[src/rtl/multicycle_control_unit_pkg.sv]
// Shared encodings for the multicycle MIPS-subset control unit: states,
// opcode/funct values, ALU operation codes and datapath select codes.
package multicycle_pkg;

  localparam logic [3:0] ST_FETCH     = 4'd0;
  localparam logic [3:0] ST_DECODE    = 4'd1;
  localparam logic [3:0] ST_EXEC_R    = 4'd2;
  localparam logic [3:0] ST_R_WB      = 4'd3;
  localparam logic [3:0] ST_EXEC_I    = 4'd4;
  localparam logic [3:0] ST_I_WB      = 4'd5;
  localparam logic [3:0] ST_MEM_ADDR  = 4'd6;
  localparam logic [3:0] ST_MEM_READ  = 4'd7;
  localparam logic [3:0] ST_MEM_WB    = 4'd8;
  localparam logic [3:0] ST_MEM_WRITE = 4'd9;
  localparam logic [3:0] ST_BRANCH    = 4'd10;
  localparam logic [3:0] ST_JUMP      = 4'd11;

  typedef enum logic [3:0] {
    S_FETCH     = ST_FETCH,
    S_DECODE    = ST_DECODE,
    S_EXEC_R    = ST_EXEC_R,
    S_R_WB      = ST_R_WB,
    S_EXEC_I    = ST_EXEC_I,
    S_I_WB      = ST_I_WB,
    S_MEM_ADDR  = ST_MEM_ADDR,
    S_MEM_READ  = ST_MEM_READ,
    S_MEM_WB    = ST_MEM_WB,
    S_MEM_WRITE = ST_MEM_WRITE,
    S_BRANCH    = ST_BRANCH,
    S_JUMP      = ST_JUMP
  } state_t;

  localparam logic [5:0] OP_RTYPE = 6'h00;
  localparam logic [5:0] OP_J     = 6'h02;
  localparam logic [5:0] OP_BEQ   = 6'h04;
  localparam logic [5:0] OP_ADDI  = 6'h08;
  localparam logic [5:0] OP_ORI   = 6'h0D;
  localparam logic [5:0] OP_LW    = 6'h23;
  localparam logic [5:0] OP_SW    = 6'h2B;

  localparam logic [5:0] FN_ADD = 6'h20;
  localparam logic [5:0] FN_SUB = 6'h22;
  localparam logic [5:0] FN_AND = 6'h24;
  localparam logic [5:0] FN_OR  = 6'h25;
  localparam logic [5:0] FN_NOR = 6'h27;

  localparam logic [3:0] ALU_AND = 4'b0000;
  localparam logic [3:0] ALU_OR  = 4'b0001;
  localparam logic [3:0] ALU_NOR = 4'b0010;
  localparam logic [3:0] ALU_ADD = 4'b0011;
  localparam logic [3:0] ALU_SUB = 4'b0100;

  localparam logic [1:0] SRCB_B       = 2'b00;
  localparam logic [1:0] SRCB_FOUR    = 2'b01;
  localparam logic [1:0] SRCB_IMM     = 2'b10;
  localparam logic [1:0] SRCB_IMM_SHL = 2'b11;

  localparam logic [1:0] PCSRC_ALU    = 2'b00;
  localparam logic [1:0] PCSRC_ALUOUT = 2'b01;
  localparam logic [1:0] PCSRC_JUMP   = 2'b10;

  // Which rule the ALU decoder applies in the current state.
  typedef enum logic [2:0] {
    ALU_CLS_NONE,
    ALU_CLS_ADD,
    ALU_CLS_SUB,
    ALU_CLS_FUNCT,
    ALU_CLS_IMM
  } alu_class_t;

endpackage

[src/rtl/multicycle_control_unit_if.sv]
// Datapath-facing signal bundle of the control unit. master = control unit,
// slave = datapath. state is a debug view of the FSM register.
interface multicycle_control_unit_if;
  logic [5:0] Opcode;
  logic [5:0] Funct;
  logic       Zero;
  logic       MemReady;
  logic       PCEnable;
  logic       IorD;
  logic       MemRead;
  logic       MemWrite;
  logic       IRWrite;
  logic       MemtoReg;
  logic       RegDst;
  logic       RegWrite;
  logic       ExtOp;
  logic       ALUSrcA;
  logic [1:0] ALUSrcB;
  logic [1:0] PCSource;
  logic [3:0] ALUOperation;
  logic       IllegalInstr;
  logic [3:0] state;

  modport master (
    input  Opcode, Funct, Zero, MemReady,
    output PCEnable, IorD, MemRead, MemWrite, IRWrite, MemtoReg, RegDst,
           RegWrite, ExtOp, ALUSrcA, ALUSrcB, PCSource, ALUOperation,
           IllegalInstr, state
  );

  modport slave (
    output Opcode, Funct, Zero, MemReady,
    input  PCEnable, IorD, MemRead, MemWrite, IRWrite, MemtoReg, RegDst,
           RegWrite, ExtOp, ALUSrcA, ALUSrcB, PCSource, ALUOperation,
           IllegalInstr, state
  );
endinterface

[src/rtl/multicycle_control_unit_alu_op_decoder.sv]
// Combinational ALU operation select from the state class, opcode and funct;
// also flags whether funct is one of the supported R-type operations.
module alu_op_decoder
  import multicycle_pkg::*;
(
  input  alu_class_t alu_class,
  input  logic [5:0] opcode,
  input  logic [5:0] funct,
  output logic [3:0] alu_op,
  output logic       funct_legal
);

  logic [3:0] rtype_op;

  always_comb begin
    funct_legal = 1'b1;
    rtype_op    = ALU_AND;
    case (funct)
      FN_ADD:  rtype_op = ALU_ADD;
      FN_SUB:  rtype_op = ALU_SUB;
      FN_AND:  rtype_op = ALU_AND;
      FN_OR:   rtype_op = ALU_OR;
      FN_NOR:  rtype_op = ALU_NOR;
      default: funct_legal = 1'b0;
    endcase
  end

  always_comb begin
    alu_op = ALU_AND;
    case (alu_class)
      ALU_CLS_ADD:   alu_op = ALU_ADD;
      ALU_CLS_SUB:   alu_op = ALU_SUB;
      ALU_CLS_FUNCT: alu_op = rtype_op;
      ALU_CLS_IMM:   alu_op = (opcode == OP_ORI) ? ALU_OR : ALU_ADD;
      default:       alu_op = ALU_AND;
    endcase
  end

endmodule

[src/rtl/multicycle_control_unit.sv]
// Multicycle MIPS-subset control FSM: fetch/decode/execute/memory/writeback
// sequencing, ALU operation and operand selects, memory-ready stalls.
module multicycle_control_unit
  import multicycle_pkg::*;
#(
  parameter logic [1:0] PC_INCREMENT_SEL = SRCB_FOUR
) (
  input logic                        clk,
  input logic                        reset,
  multicycle_control_unit_if.master  bus
);

  state_t     state, state_next;
  alu_class_t alu_class;
  logic [3:0] alu_op;
  logic       funct_legal;
  // Opcode-derived choices captured while the IR is known stable.
  logic       is_store_q, is_ori_q;

  logic pc_write, pc_write_cond, iord, mem_read, mem_write, ir_write;
  logic mem_to_reg, reg_dst, reg_write, ext_op, alu_src_a, illegal;
  logic [1:0] alu_src_b, pc_source;

  alu_op_decoder u_alu_op_decoder (
    .alu_class   (alu_class),
    .opcode      (bus.Opcode),
    .funct       (bus.Funct),
    .alu_op      (alu_op),
    .funct_legal (funct_legal)
  );

  always_ff @(posedge clk or posedge reset) begin
    if (reset) begin
      state      <= S_FETCH;
      is_store_q <= 1'b0;
      is_ori_q   <= 1'b0;
    end else begin
      state <= state_next;
      if (state == S_DECODE) is_store_q <= (bus.Opcode == OP_SW);
      if (state == S_EXEC_I) is_ori_q   <= (bus.Opcode == OP_ORI);
    end
  end

  always_comb begin
    state_next    = S_FETCH;
    pc_write      = 1'b0;
    pc_write_cond = 1'b0;
    iord          = 1'b0;
    mem_read      = 1'b0;
    mem_write     = 1'b0;
    ir_write      = 1'b0;
    mem_to_reg    = 1'b0;
    reg_dst       = 1'b0;
    reg_write     = 1'b0;
    ext_op        = 1'b0;
    alu_src_a     = 1'b0;
    alu_src_b     = SRCB_B;
    pc_source     = PCSRC_ALU;
    alu_class     = ALU_CLS_NONE;
    illegal       = 1'b0;
    // Reset overrides the state decode so no enable leaks out mid-instruction.
    if (reset) begin
      alu_src_b = PC_INCREMENT_SEL;
      alu_class = ALU_CLS_ADD;
    end else begin
      case (state)
        S_FETCH: begin
          mem_read   = 1'b1;
          alu_src_b  = PC_INCREMENT_SEL;
          alu_class  = ALU_CLS_ADD;
          ir_write   = bus.MemReady;
          pc_write   = bus.MemReady;
          state_next = bus.MemReady ? S_DECODE : S_FETCH;
        end
        S_DECODE: begin
          alu_src_b = SRCB_IMM_SHL;
          alu_class = ALU_CLS_ADD;
          case (bus.Opcode)
            OP_RTYPE: begin
              if (funct_legal) state_next = S_EXEC_R;
              else             illegal    = 1'b1;
            end
            OP_LW, OP_SW:    state_next = S_MEM_ADDR;
            OP_BEQ:          state_next = S_BRANCH;
            OP_ADDI, OP_ORI: state_next = S_EXEC_I;
            OP_J:            state_next = S_JUMP;
            default:         illegal    = 1'b1;
          endcase
        end
        S_EXEC_R: begin
          alu_src_a  = 1'b1;
          alu_src_b  = SRCB_B;
          alu_class  = ALU_CLS_FUNCT;
          state_next = S_R_WB;
        end
        S_R_WB: begin
          reg_dst   = 1'b1;
          reg_write = 1'b1;
        end
        S_EXEC_I: begin
          alu_src_a  = 1'b1;
          alu_src_b  = SRCB_IMM;
          ext_op     = (bus.Opcode == OP_ORI);
          alu_class  = ALU_CLS_IMM;
          state_next = S_I_WB;
        end
        S_I_WB: begin
          reg_write = 1'b1;
          ext_op    = is_ori_q;
        end
        S_MEM_ADDR: begin
          alu_src_a  = 1'b1;
          alu_src_b  = SRCB_IMM;
          alu_class  = ALU_CLS_ADD;
          state_next = is_store_q ? S_MEM_WRITE : S_MEM_READ;
        end
        S_MEM_READ: begin
          iord       = 1'b1;
          mem_read   = 1'b1;
          state_next = bus.MemReady ? S_MEM_WB : S_MEM_READ;
        end
        S_MEM_WB: begin
          mem_to_reg = 1'b1;
          reg_write  = 1'b1;
        end
        S_MEM_WRITE: begin
          iord       = 1'b1;
          mem_write  = 1'b1;
          state_next = bus.MemReady ? S_FETCH : S_MEM_WRITE;
        end
        S_BRANCH: begin
          alu_src_a     = 1'b1;
          alu_src_b     = SRCB_B;
          alu_class     = ALU_CLS_SUB;
          pc_write_cond = 1'b1;
          pc_source     = PCSRC_ALUOUT;
        end
        S_JUMP: begin
          pc_write  = 1'b1;
          pc_source = PCSRC_JUMP;
        end
        default: state_next = S_FETCH;
      endcase
    end
  end

  assign bus.PCEnable     = pc_write | (pc_write_cond & bus.Zero);
  assign bus.IorD         = iord;
  assign bus.MemRead      = mem_read;
  assign bus.MemWrite     = mem_write;
  assign bus.IRWrite      = ir_write;
  assign bus.MemtoReg     = mem_to_reg;
  assign bus.RegDst       = reg_dst;
  assign bus.RegWrite     = reg_write;
  assign bus.ExtOp        = ext_op;
  assign bus.ALUSrcA      = alu_src_a;
  assign bus.ALUSrcB      = alu_src_b;
  assign bus.PCSource     = pc_source;
  assign bus.ALUOperation = alu_op;
  assign bus.IllegalInstr = illegal;
  assign bus.state        = state;

endmodule

[src/flat_wrapper.sv]
// flat-port wrapper written by rule: the top's interface ports become plain ports
module multicycle_control_unit_flat import multicycle_pkg::*;
#(
  parameter logic [1:0] PC_INCREMENT_SEL = SRCB_FOUR
)
  (clk, reset, bus_Opcode, bus_Funct, bus_Zero, bus_MemReady, bus_PCEnable, bus_IorD, bus_MemRead, bus_MemWrite, bus_IRWrite, bus_MemtoReg, bus_RegDst, bus_RegWrite, bus_ExtOp, bus_ALUSrcA, bus_ALUSrcB, bus_PCSource, bus_ALUOperation, bus_IllegalInstr, bus_state);
  multicycle_control_unit_if bus_i ();
  input logic clk;
  input logic reset;
  input wire logic [$bits(bus_i.Opcode)-1:0] bus_Opcode;
  input wire logic [$bits(bus_i.Funct)-1:0] bus_Funct;
  input wire logic [$bits(bus_i.Zero)-1:0] bus_Zero;
  input wire logic [$bits(bus_i.MemReady)-1:0] bus_MemReady;
  output wire logic [$bits(bus_i.PCEnable)-1:0] bus_PCEnable;
  output wire logic [$bits(bus_i.IorD)-1:0] bus_IorD;
  output wire logic [$bits(bus_i.MemRead)-1:0] bus_MemRead;
  output wire logic [$bits(bus_i.MemWrite)-1:0] bus_MemWrite;
  output wire logic [$bits(bus_i.IRWrite)-1:0] bus_IRWrite;
  output wire logic [$bits(bus_i.MemtoReg)-1:0] bus_MemtoReg;
  output wire logic [$bits(bus_i.RegDst)-1:0] bus_RegDst;
  output wire logic [$bits(bus_i.RegWrite)-1:0] bus_RegWrite;
  output wire logic [$bits(bus_i.ExtOp)-1:0] bus_ExtOp;
  output wire logic [$bits(bus_i.ALUSrcA)-1:0] bus_ALUSrcA;
  output wire logic [$bits(bus_i.ALUSrcB)-1:0] bus_ALUSrcB;
  output wire logic [$bits(bus_i.PCSource)-1:0] bus_PCSource;
  output wire logic [$bits(bus_i.ALUOperation)-1:0] bus_ALUOperation;
  output wire logic [$bits(bus_i.IllegalInstr)-1:0] bus_IllegalInstr;
  output wire logic [$bits(bus_i.state)-1:0] bus_state;
  assign bus_i.Opcode = bus_Opcode;
  assign bus_i.Funct = bus_Funct;
  assign bus_i.Zero = bus_Zero;
  assign bus_i.MemReady = bus_MemReady;
  assign bus_PCEnable = bus_i.PCEnable;
  assign bus_IorD = bus_i.IorD;
  assign bus_MemRead = bus_i.MemRead;
  assign bus_MemWrite = bus_i.MemWrite;
  assign bus_IRWrite = bus_i.IRWrite;
  assign bus_MemtoReg = bus_i.MemtoReg;
  assign bus_RegDst = bus_i.RegDst;
  assign bus_RegWrite = bus_i.RegWrite;
  assign bus_ExtOp = bus_i.ExtOp;
  assign bus_ALUSrcA = bus_i.ALUSrcA;
  assign bus_ALUSrcB = bus_i.ALUSrcB;
  assign bus_PCSource = bus_i.PCSource;
  assign bus_ALUOperation = bus_i.ALUOperation;
  assign bus_IllegalInstr = bus_i.IllegalInstr;
  assign bus_state = bus_i.state;
  multicycle_control_unit #(.PC_INCREMENT_SEL(PC_INCREMENT_SEL)) u_core (.clk(clk), .reset(reset), .bus(bus_i));
endmodule
[config.mk]
export PLATFORM = sky130hd
export DESIGN_NAME = multicycle_control_unit_flat
export DESIGN_NICKNAME = d
export VERILOG_FILES = /design/src/rtl/multicycle_control_unit_pkg.sv /design/src/rtl/multicycle_control_unit_if.sv /design/src/rtl/multicycle_control_unit_alu_op_decoder.sv /design/src/rtl/multicycle_control_unit.sv /design/src/flat_wrapper.sv
export SDC_FILE = /design/constraint.sdc
export NUM_CORES = 1
export LEC_CHECK = 0
export ABC_AREA = 1
export CORE_MARGIN = 8
export CORE_UTILIZATION = 35
export DETAILED_ROUTE_END_ITERATION = 10
export DONT_BUFFER_PORTS = 1
export SYNTH_ARGS = -nofsm -noshare
export SYNTH_HDL_FRONTEND = slang
export SYNTH_SLANG_ARGS = --single-unit
[constraint.sdc]
create_clock -name clk -period 1.3 [get_ports clk]
set_input_delay 0.26 -clock clk [delete_from_list [all_inputs] [get_ports clk]]
set_output_delay 0.26 -clock clk [all_outputs]
set_load 0.01 [all_outputs]
==> metrics.csv, run 1 <==
stage;metric;value;unit
run;max-cap-violations;0;
die;coreArea;2170;um2
global_route;grt_pass1_vias;1056;
logic_synthesis;syn_area;785;um2
die;num_rows;17;
power_and_ir_drop;power.density;450;nW/um2
sta;hold_violations;0;
sta;fin_crit;1.77;ns
worst_setup_path;r2r_setup_slack;-0.32;ns
drt;wl_per_cell;14.8;um
sta;drv_slew;0;
final_layout;antennaDiodeCount;0;
logic_synthesis;syn-instance-count;144;
status;status;finished with violations;
die;die_h;63.3;um
drt;drt_iter0_markers;48;
logic_synthesis;ys_ff_latch;6;
clocking;path_clk_slew;0.06;ns
sta;setup_viol;24;
worst_setup_path;cp.required;1.04;ns
clocking;clk_path_buf_depth;2;
placement;postPlaceCellArea;1050;um2
drt;routed_wl;3280;um
placement;pre_cts_slack;-0.165;ns
drt;vias;1120;
power_and_ir_drop;cellLeakagePower;0.000660;uW
sta;fmax;566;MHz
die;fp.dieW;63.3;um
placement;portBuffers;0;
sta;setup_ws;-0.466;ns
clocking;tritoncts;done;
worst_setup_path;crit_arrival;1.51;ns
power_and_ir_drop;total_power;650;uW
logic_synthesis;ys_async_sr_fraction;100;%
sta;period_share;136;%
logic_synthesis;ys_seq_area_share;19.1;%
logic_synthesis;synth_ff_type;dfrtp_1;
clocking;clk_latency;0.27;ns
logic_synthesis;syn_nets;160;
final_layout;layout_commonest_cell;buf_4;
die;io_pins;39;
clocking;htreeDepth;1;
global_route;grt_usage;14.0;%
final_layout;nets;210;
final_layout;most-common-layout-cells;buf_4 (36), nand2_1 (26), nor2_1 (19);
logic_synthesis;synth_area_per_cell;5.45;um2
logic_synthesis;ys_warn_count;0;
die;initial_core_util;36.2;%
power_and_ir_drop;peakVddDrop;0.488;mV
global_route;grt_pass1_wl;4730;um
placement;place_hpwl;2110;um
global_route;antenna_found_initial;0;
placement;gp_congestion;0.876;
worst_setup_path;cp_max_fo;5;
global_route;grt_overflow;0;
global_route;grt_max_degree;17;
clocking;root_buffer;clkbuf_4;
clocking;cts_buffers;3;
worst_setup_path;start_kind;flip-flop;
final_layout;fin_util;66.7;%
logic_synthesis;synth_cell_type_count;21;
worst_setup_path;endpoint_kind;output pin;
drt;drc;0;
drt;vias_per_cell;5.07;
drt;dr.pass1.iters;4;
clocking;numClockSinks;6;
final_layout;final_area;1450;um2
status;violations;setup timing;
final_layout;drive_gt1_share;53.4;%
sta;fin_worst_skew;0.0150;ns
sta;rsz0062_at_grt;yes;
logic_synthesis;synth_edf_count;0;
worst_setup_path;crit_type;flip-flop to output pin;
drt;ant_nets;0;
die;die_area;4010;um2
final_layout;area_growth_syn_to_layout;84.4;%
hold_path;hp-class;primary input to flip-flop;
-- state kept, by name, indices dropped and copies added, names as in the netlist --
signal and flops:
u_core.bus.state 4, u_core.is_store_q 1, u_core.is_ori_q 1
-- synth_stat cells (2+ instances only) --
master    number  area, um2
inv_2          7       26.3
nor3_1         2       10.0
nor2_1        28        105
nor2_2         7       43.8
o21ai_0        3       15.0
a21oi_1        7       35.0
nand3b_1       3       22.5
inv_1         16       60.1
dfrtp_1        6        150
a31oi_1        2       12.5
nand3_1       17       85.1
nand2_1       37        139
-- repair_timing --
action / 4_1_cts / 5_1_grt
setup endpoints to repair: 20 / 23
pin swaps: 5 / 12
hold buffers: 2 / 0
hold endpoints to repair: 6 / 0
gates resized for setup: 30 / 31
buffers inserted: 6 / 11
-- logic make-up after synthesis --
kind of cell / synth area share [%]
AOI/OAI and AO/OA: 12.1
buffers and inverters: 12.4
DFF: 19.1
other: 0.478
and+or+nand+nor: 55.8
-- metrics by stage --
stage	TNS, ns	hold WS [ns]	instances
CTS	-5.49	0.0532	210
finish	-6.94	0.0461	221
global placement	-0.873	0.0225	198
global route	-8.63	0.0428	221
detailed placement	-1.18	0.0212	198
floorplan	-0.393	0.0409	144
-- worst paths after layout --
check / start / to / cells past startpoint
min reg2reg: u_core.is_ori_q / u_core.is_ori_q / 2
min in group asynchronous: reset / u_core.bus.state[3] / 2
max: u_core.bus.state[2] / bus_PCEnable / 6
max in group asynchronous: reset / u_core.bus.state[0] / 3
max reg2reg: u_core.bus.state[2] / u_core.bus.state[0] / 9
min: reset / u_core.bus.state[3] / 1
-- layer usage --
layer  vias to the layer above  part of all wire [%]  global-route usage [%]
li1                        556                     -                       -
met2                        30                    54                    25.6
met1                       529                    38                    14.8
met3                         5                   6.0                    6.18
met4                         0                   1.4                    1.67
met5                         -                     0                       0
-- cell type report --
class | count | area [um2]
multi-input combinational | 113 | 746
fill | 185 | 723
timing repair buffer | 47 | 392
sequential | 6 | 154
inverter | 23 | 93.8
tap | 28 | 35.0
clock buffer | 4 | 26.3
-- power by group --
part | leakage, uW | internal, uW | switching (uW)
clock | 0.0000150 | 118 | 88.3
combinational | 0.000569 | 104 | 124
sequential | 0.0000752 | 202 | 15.0
-- critical path, stage by stage (launching register included) --
cell      delay (ns)
dfrtp_2         0.45
nor2_4          0.20
inv_4           0.08
nor2_4          0.11
nand2_2         0.09
nor2_4          0.11
nand3b_1        0.18
Note: power is estimated with default switching activity, not from simulation.
==> run 2, diff against run 1 <==
--- a/config.mk
+++ b/config.mk
@@ -7,9 +7,10 @@
 export LEC_CHECK = 0
 export ABC_AREA = 1
 export CORE_MARGIN = 8
-export CORE_UTILIZATION = 35
+export CORE_UTILIZATION = 50
 export DETAILED_ROUTE_END_ITERATION = 10
 export DONT_BUFFER_PORTS = 1
+export PLACE_DENSITY = 0.68
 export SYNTH_ARGS = -nofsm -noshare
 export SYNTH_HDL_FRONTEND = slang
 export SYNTH_SLANG_ARGS = --single-unit
==> metrics.csv, run 2 (synthesis gave the netlist of run 1 again) <==
stage;metric;value;unit;change
hold_path;hp-class;primary input to flip-flop;;unchanged
worst_setup_path;cp_max_fo;6;;was 5
worst_setup_path;cp.required;1.04;ns;about the same
power_and_ir_drop;cellLeakagePower;0.000631;uW;was 0.000660 uW
placement;portBuffers;0;;unchanged
power_and_ir_drop;power.density;458;nW/um2;was 450 nW/um2
placement;postPlaceCellArea;998;um2;was 1050 um2
worst_setup_path;endpoint_kind;output pin;;unchanged
die;initial_core_util;52.7;%;was 36.2%
die;io_pins;39;;unchanged
worst_setup_path;crit_arrival;1.57;ns;was 1.51 ns
sta;setup_viol;22;;was 24
final_layout;final_area;1400;um2;was 1450 um2
die;fp.dieW;55.6;um;was 63.3 um
final_layout;fin_util;93.9;%;was 66.7%
worst_setup_path;start_kind;flip-flop;;unchanged
sta;fin_crit;1.83;ns;was 1.77 ns
clocking;clk_path_buf_depth;2;;unchanged
final_layout;layout_commonest_cell;buf_4;;unchanged
final_layout;antennaDiodeCount;0;;unchanged
clocking;root_buffer;clkbuf_4;;unchanged
final_layout;nets;202;;was 210
clocking;clk_latency;0.27;ns;about the same
drt;drc;0;;unchanged
drt;wl_per_cell;21.2;um;was 14.8 um
die;die_area;3090;um2;was 4010 um2
status;status;finished with violations;;unchanged
sta;fmax;547;MHz;was 566 MHz
die;die_h;55.6;um;was 63.3 um
clocking;numClockSinks;6;;unchanged
drt;dr.pass1.iters;6;;was 4
final_layout;most-common-layout-cells;buf_4 (33), nand2_1 (24), nor2_1 (16);;was buf_4 (36), nand2_1 (26), nor2_1 (19)
clocking;cts_buffers;3;;unchanged
sta;rsz0062_at_grt;yes;;unchanged
final_layout;regMostFlops;u_core.bus.state;;unchanged
die;num_rows;14;;was 17
run;max-cap-violations;0;;unchanged
sta;hold_violations;0;;unchanged
sta;setup_ws;-0.527;ns;was -0.466 ns
global_route;grt_overflow;0;;unchanged
drt;routed_wl;4250;um;was 3280 um
global_route;grt_pass1_vias;1062;;was 1056
global_route;grt.busiest_layer;met2;;unchanged
placement;gp_congestion;0.904;;was 0.876
global_route;antenna_found_initial;0;;unchanged
global_route;met1_usage;19.3;%;was 14.8%
drt;drt_iter0_markers;86;;was 48
global_route;grt_pass1_wl;4860;um;was 4730 um
sta;setup_tns;-6.96;ns;was -6.94 ns
final_layout;largest_register_ffs;4;;unchanged
clocking;path_clk_slew;0.07;ns;was 0.06 ns
final_layout;top_regs;u_core.bus.state: 4 flops, u_core.is_ori_q: 1 flops, u_core.is_store_q: 1 flops;;unchanged
global_route;grt_max_degree;17;;unchanged
global_route;grtUsageMet2;32.5;%;was 25.6%
status;violations;setup timing;;unchanged
die;coreArea;1490;um2;was 2170 um2
sta;drv_slew;0;;unchanged
drt;ant_nets;0;;unchanged
placement;place_hpwl;2000;um;was 2110 um
sta;fin_worst_skew;0.0267;ns;was 0.0150 ns
worst_setup_path;crit_type;flip-flop to output pin;;unchanged
power_and_ir_drop;peakVddDrop;0.587;mV;was 0.488 mV
drt;vias_per_cell;6.43;;was 5.07
clocking;tritoncts;done;;unchanged
sta;period_share;141;%;was 136%
sta;timing.hold.ws;0.0529;ns;was 0.0461 ns
power_and_ir_drop;total_power;641;uW;was 650 uW
drt;vias;1292;;was 1120
global_route;grt_usage;18.4;%;was 14.0%
final_layout;area_growth_syn_to_layout;78.3;%;was 84.4%
global_route;met3_usage;6.62;%;was 6.18%
final_layout;drive_gt1_share;55.1;%;was 53.4%
clocking;htreeDepth;1;;unchanged
## run 2: changes by cell type in the layout (fill, tap and decap cells not counted), sizes merged
cell | before | now
buf | 45 | 38
dlygate4sd3 | 2 | 1
## run 2: final timing paths
kind                                startpoint                  end  slack [ns]  depth (start not counted)
min in group asynchronous                reset  u_core.bus.state[2]        0.63                          3
max in group asynchronous                reset  u_core.bus.state[0]        0.36                          3
min                                      reset  u_core.bus.state[2]        0.05                          1
max reg2reg                u_core.bus.state[2]  u_core.bus.state[2]       -0.12                          8
max                        u_core.bus.state[0]  bus_ALUOperation[0]       -0.53                          7
min reg2reg                    u_core.is_ori_q      u_core.is_ori_q        0.58                          2
## run 2: repair_timing
action / CTS / global route
setup buffers: 9 / 6
pin swaps: 4 / 9
hold buffers: 1 / 0
gates resized for setup: 27 / 35
endpoints found under the setup margin: 21 / 23
endpoints found under the hold margin: 6 / 0
## run 2: critical path, stage by stage, from the launching register on
cell and delay [ns]:
dfrtp_2 0.48, nor2_4 0.18, nand2_2 0.10, nor2_4 0.13, nand2_1 0.06, inv_1 0.09
nand3_1 0.11, nand3b_1 0.18
## run 2: layout make-up
| cell class | instances | area (um2) |
|---|---|---|
| clock buffers | 4 | 26.3 |
| fillers | 51 | 90.1 |
| inverters | 23 | 93.8 |
| multi-input cells | 113 | 782 |
| flip-flops and latches | 6 | 154 |
| well taps | 16 | 20.0 |
| repair buffers | 39 | 323 |
## run 2: power breakdown
part / internal, uW / total (uW) / switching (uW)
clock: 117 / 206 / 89.1
sequential: 202 / 220 / 18.5
combinational: 82.5 / 214 / 131
total: 402 / 641 / 239
## run 2: per-stage QoR
stage	setup slack [ns]	std cells
final	-0.527	201
after global routing	-0.551	201
after CTS	-0.369	195
after detailed placement	-0.151	181
after global placement	-0.128	181
after floorplan	-0.111	144
## run 2: per-layer routing
metal | vias to the layer above | share of wire (%)
met5 | - | 0
met4 | 0 | 7.1
met3 | 36 | 12
met2 | 131 | 47
met1 | 586 | 34
li1 | 539 | -
==> run 3, diff against run 2 <==
--- a/config.mk
+++ b/config.mk
@@ -6,11 +6,11 @@
 export NUM_CORES = 1
 export LEC_CHECK = 0
 export ABC_AREA = 1
+export CORE_ASPECT_RATIO = 0.9
 export CORE_MARGIN = 8
 export CORE_UTILIZATION = 50
 export DETAILED_ROUTE_END_ITERATION = 10
 export DONT_BUFFER_PORTS = 1
-export PLACE_DENSITY = 0.68
 export SYNTH_ARGS = -nofsm -noshare
 export SYNTH_HDL_FRONTEND = slang
 export SYNTH_SLANG_ARGS = --single-unit
==> constraint.sdc (replaced) <==
create_clock -name clk -period 2 [get_ports clk]
set_input_delay 0.4 -clock clk [delete_from_list [all_inputs] [get_ports clk]]
set_output_delay 0.4 -clock clk [all_outputs]
set_load 0.01 [all_outputs]
==> metrics.csv, run 3 (synthesis gave the netlist of run 1 again) <==
stage;metric;value;unit;change
status;status;finished, final reports clean;;was finished with violations
drt;routed_wl;2230;um;was 4250 um
global_route;antenna_found_initial;0;;unchanged
drt;met3_length;305;um;was 507 um
run;max-cap-violations;0;;unchanged
global_route;grt_pass1_wl;3640;um;was 4860 um
final_layout;fill_cells;160;;was 51
drt;ant_nets;0;;unchanged
global_route;grt_max_degree;17;;unchanged
die;initial_core_util;53.6;%;was 52.7%
worst_setup_path;start_kind;flip-flop;;unchanged
worst_setup_path;cp.required;1.60;ns;was 1.04 ns
worst_setup_path;crit_arrival;1.49;ns;was 1.57 ns
clocking;path_clk_slew;0.05;ns;was 0.07 ns
clocking;htreeDepth;1;;unchanged
drt;highest_layer;met4;;unchanged
final_layout;area_growth_syn_to_layout;11.3;%;was 78.3%
power_and_ir_drop;power.density;392;nW/um2;was 458 nW/um2
final_layout;stdcell_count;163;;was 201
clocking;tritoncts;done;;unchanged
global_route;grt_overflow;0;;unchanged
sta;drv_slew;0;;unchanged
placement;portBuffers;0;;unchanged
drt;wl_met2;962;um;was 2010 um
final_layout;top_regs;u_core.bus.state: 4 flops, u_core.is_ori_q: 1 flops, u_core.is_store_q: 1 flops;;unchanged
die;die_area;3090;um2;about the same
power_and_ir_drop;peakVddDrop;0.280;mV;was 0.587 mV
placement;dp_cells;159;;was 181
power_and_ir_drop;clock_power_share;35.2;%;was 32.2%
worst_setup_path;crit_type;flip-flop to output pin;;unchanged
sta;fin_crit;1.89;ns;
die;num_rows;13;;was 14
final_layout;antennaDiodeCount;0;;unchanged
final_layout;largest_register_ffs;4;;unchanged
power_and_ir_drop;pwr-share-seq;41.3;%;was 34.4%
power_and_ir_drop;cellLeakagePower;0.000415;uW;was 0.000631 uW
power_and_ir_drop;total_power;343;uW;was 641 uW
clocking;clk_path_buf_depth;2;;unchanged
global_route;grt_usage;14.8;%;was 18.4%
sta;setup_viol;0;;was 22
final_layout;regMostFlops;u_core.bus.state;;unchanged
clocking;clk_latency;0.26;ns;was 0.27 ns
drt;drt-met1-wl;951;um;was 1440 um
clocking;root_buffer;clkbuf_4;;unchanged
drt;wl_per_cell;13.7;um;was 21.2 um
final_layout;drive_gt1_share;20.3;%;was 55.1%
sta;fmax;529;MHz;
final_layout;layout_commonest_cell;nand2_1;;was buf_4
sta;period_share;94.6;%;
final_layout;most-common-layout-cells;nand2_1 (37), nor2_1 (27), nand3_1 (17);;was buf_4 (33), nand2_1 (24), nor2_1 (16)
die;die_h;53.6;um;was 55.6 um
drt;vias;890;;was 1292
placement;place_hpwl;1890;um;was 2000 um
drt;dr.pass1.iters;4;;was 6
hold_path;hp-class;primary input to asynchronous set/reset pin;;was primary input to flip-flop
power_and_ir_drop;switching_share;33.2;%;was 37.3%
power_and_ir_drop;net-switching-power;114;uW;was 239 uW
worst_setup_path;endpoint_kind;output pin;;unchanged
power_and_ir_drop;internal_power;229;uW;was 402 uW
worst_setup_path;cp_max_fo;6;;unchanged
clocking;cts_buffers;3;;unchanged
final_layout;nets;166;;was 202
clocking;numClockSinks;6;;unchanged
drt;drc;0;;unchanged
global_route;grt_pass1_vias;804;;was 1062
sta;hold_violations;0;;unchanged
power_and_ir_drop;combinationalPowerShare;23.6;%;was 33.4%
die;io_pins;39;;unchanged
drt;vias_per_cell;5.46;;was 6.43
sta;fin_worst_skew;0.0126;ns;was 0.0267 ns
die;fp.dieW;57.8;um;was 55.6 um
placement;gp_congestion;0.805;;was 0.904
die;coreArea;1460;um2;was 1490 um2
drt;drt_iter0_markers;22;;was 86
==> run 3: stage by stage <==
step | hold slack (ns) | setup slack [ns] | TNS, ns | utilization [%] | cell area (um2)
2_1_floorplan | 0.181 | 0.355 | 0 | - | 785
3_3_place_gp | 0.163 | 0.215 | 0 | 55.1 | 807
3_5_place_dp | 0.159 | 0.216 | 0 | 55.1 | 807
4_1_cts | 0.0258 | 0.00109 | 0 | 58.1 | 851
5_1_grt | 0.0314 | -0.00193 | -0.00193 | 59.7 | 873
6_report | 0.0219 | 0.109 | 0 | 59.7 | 873
==> run 3: area by class of cell <==
class                           instances  area [um2]  area share [%]
Clock buffer                            3        22.5            2.58
Inverter                               23        88.8            10.2
Multi-Input combinational cell        113         563            64.5
Sequential cell                         6         155            17.8
Tap cell                               15        18.8            2.15
Timing Repair Buffer                    3        25.0            2.87
==> run 3: path summary, 6_finish.rpt <==
kind | start | endpoint | slack (ns) | depth (start not counted)
worst max-delay path | u_core.bus.state[0] | bus_PCEnable | 0.11 | 7
worst min-delay path | reset | u_core.is_ori_q | 0.02 | 2
worst max register to register | u_core.bus.state[3] | u_core.bus.state[1] | 0.69 | 7
worst min register to register | u_core.is_ori_q | u_core.is_ori_q | 0.51 | 2
max in group asynchronous | reset | u_core.bus.state[2] | 1.41 | 2
min in group clk | reset | u_core.bus.state[2] | 0.20 | 1
==> run 3: per-layer routing <==
layer | GRT usage, % | vias up
met4 | 4.88 | 0
met1 | 17.0 | 390
met3 | 7.13 | 2
met2 | 24.1 | 34
met5 | 0 | -
li1 | - | 464
==> run 3: repair_timing <==
item                                   CTS  global route
hold buffers                             1             0
buffers inserted                         0             0
endpoints found under the hold margin    2             0
pin swaps                                0             1
resized for setup                        3             9
setup endpoints to repair                2             8
==> run 3: power by group through the flow <==
stage	sequential, uW	combinational (uW)	clock (uW)
after floorplan	140	66.7	0
after global placement	143	78.4	0
after detailed placement	142	78.0	0
after CTS	141	80.8	120
after global routing	143	91.5	127
final	141	80.7	120
==> run 3: worst max-delay path, stage by stage, from the launching register on <==
cell      delay (ns)
dfrtp_2         0.48
nor2_4          0.18
nand2_1         0.08
nor2_2          0.11
inv_2           0.07
nor2_4          0.12
nand2_1         0.06
nand3b_1        0.14
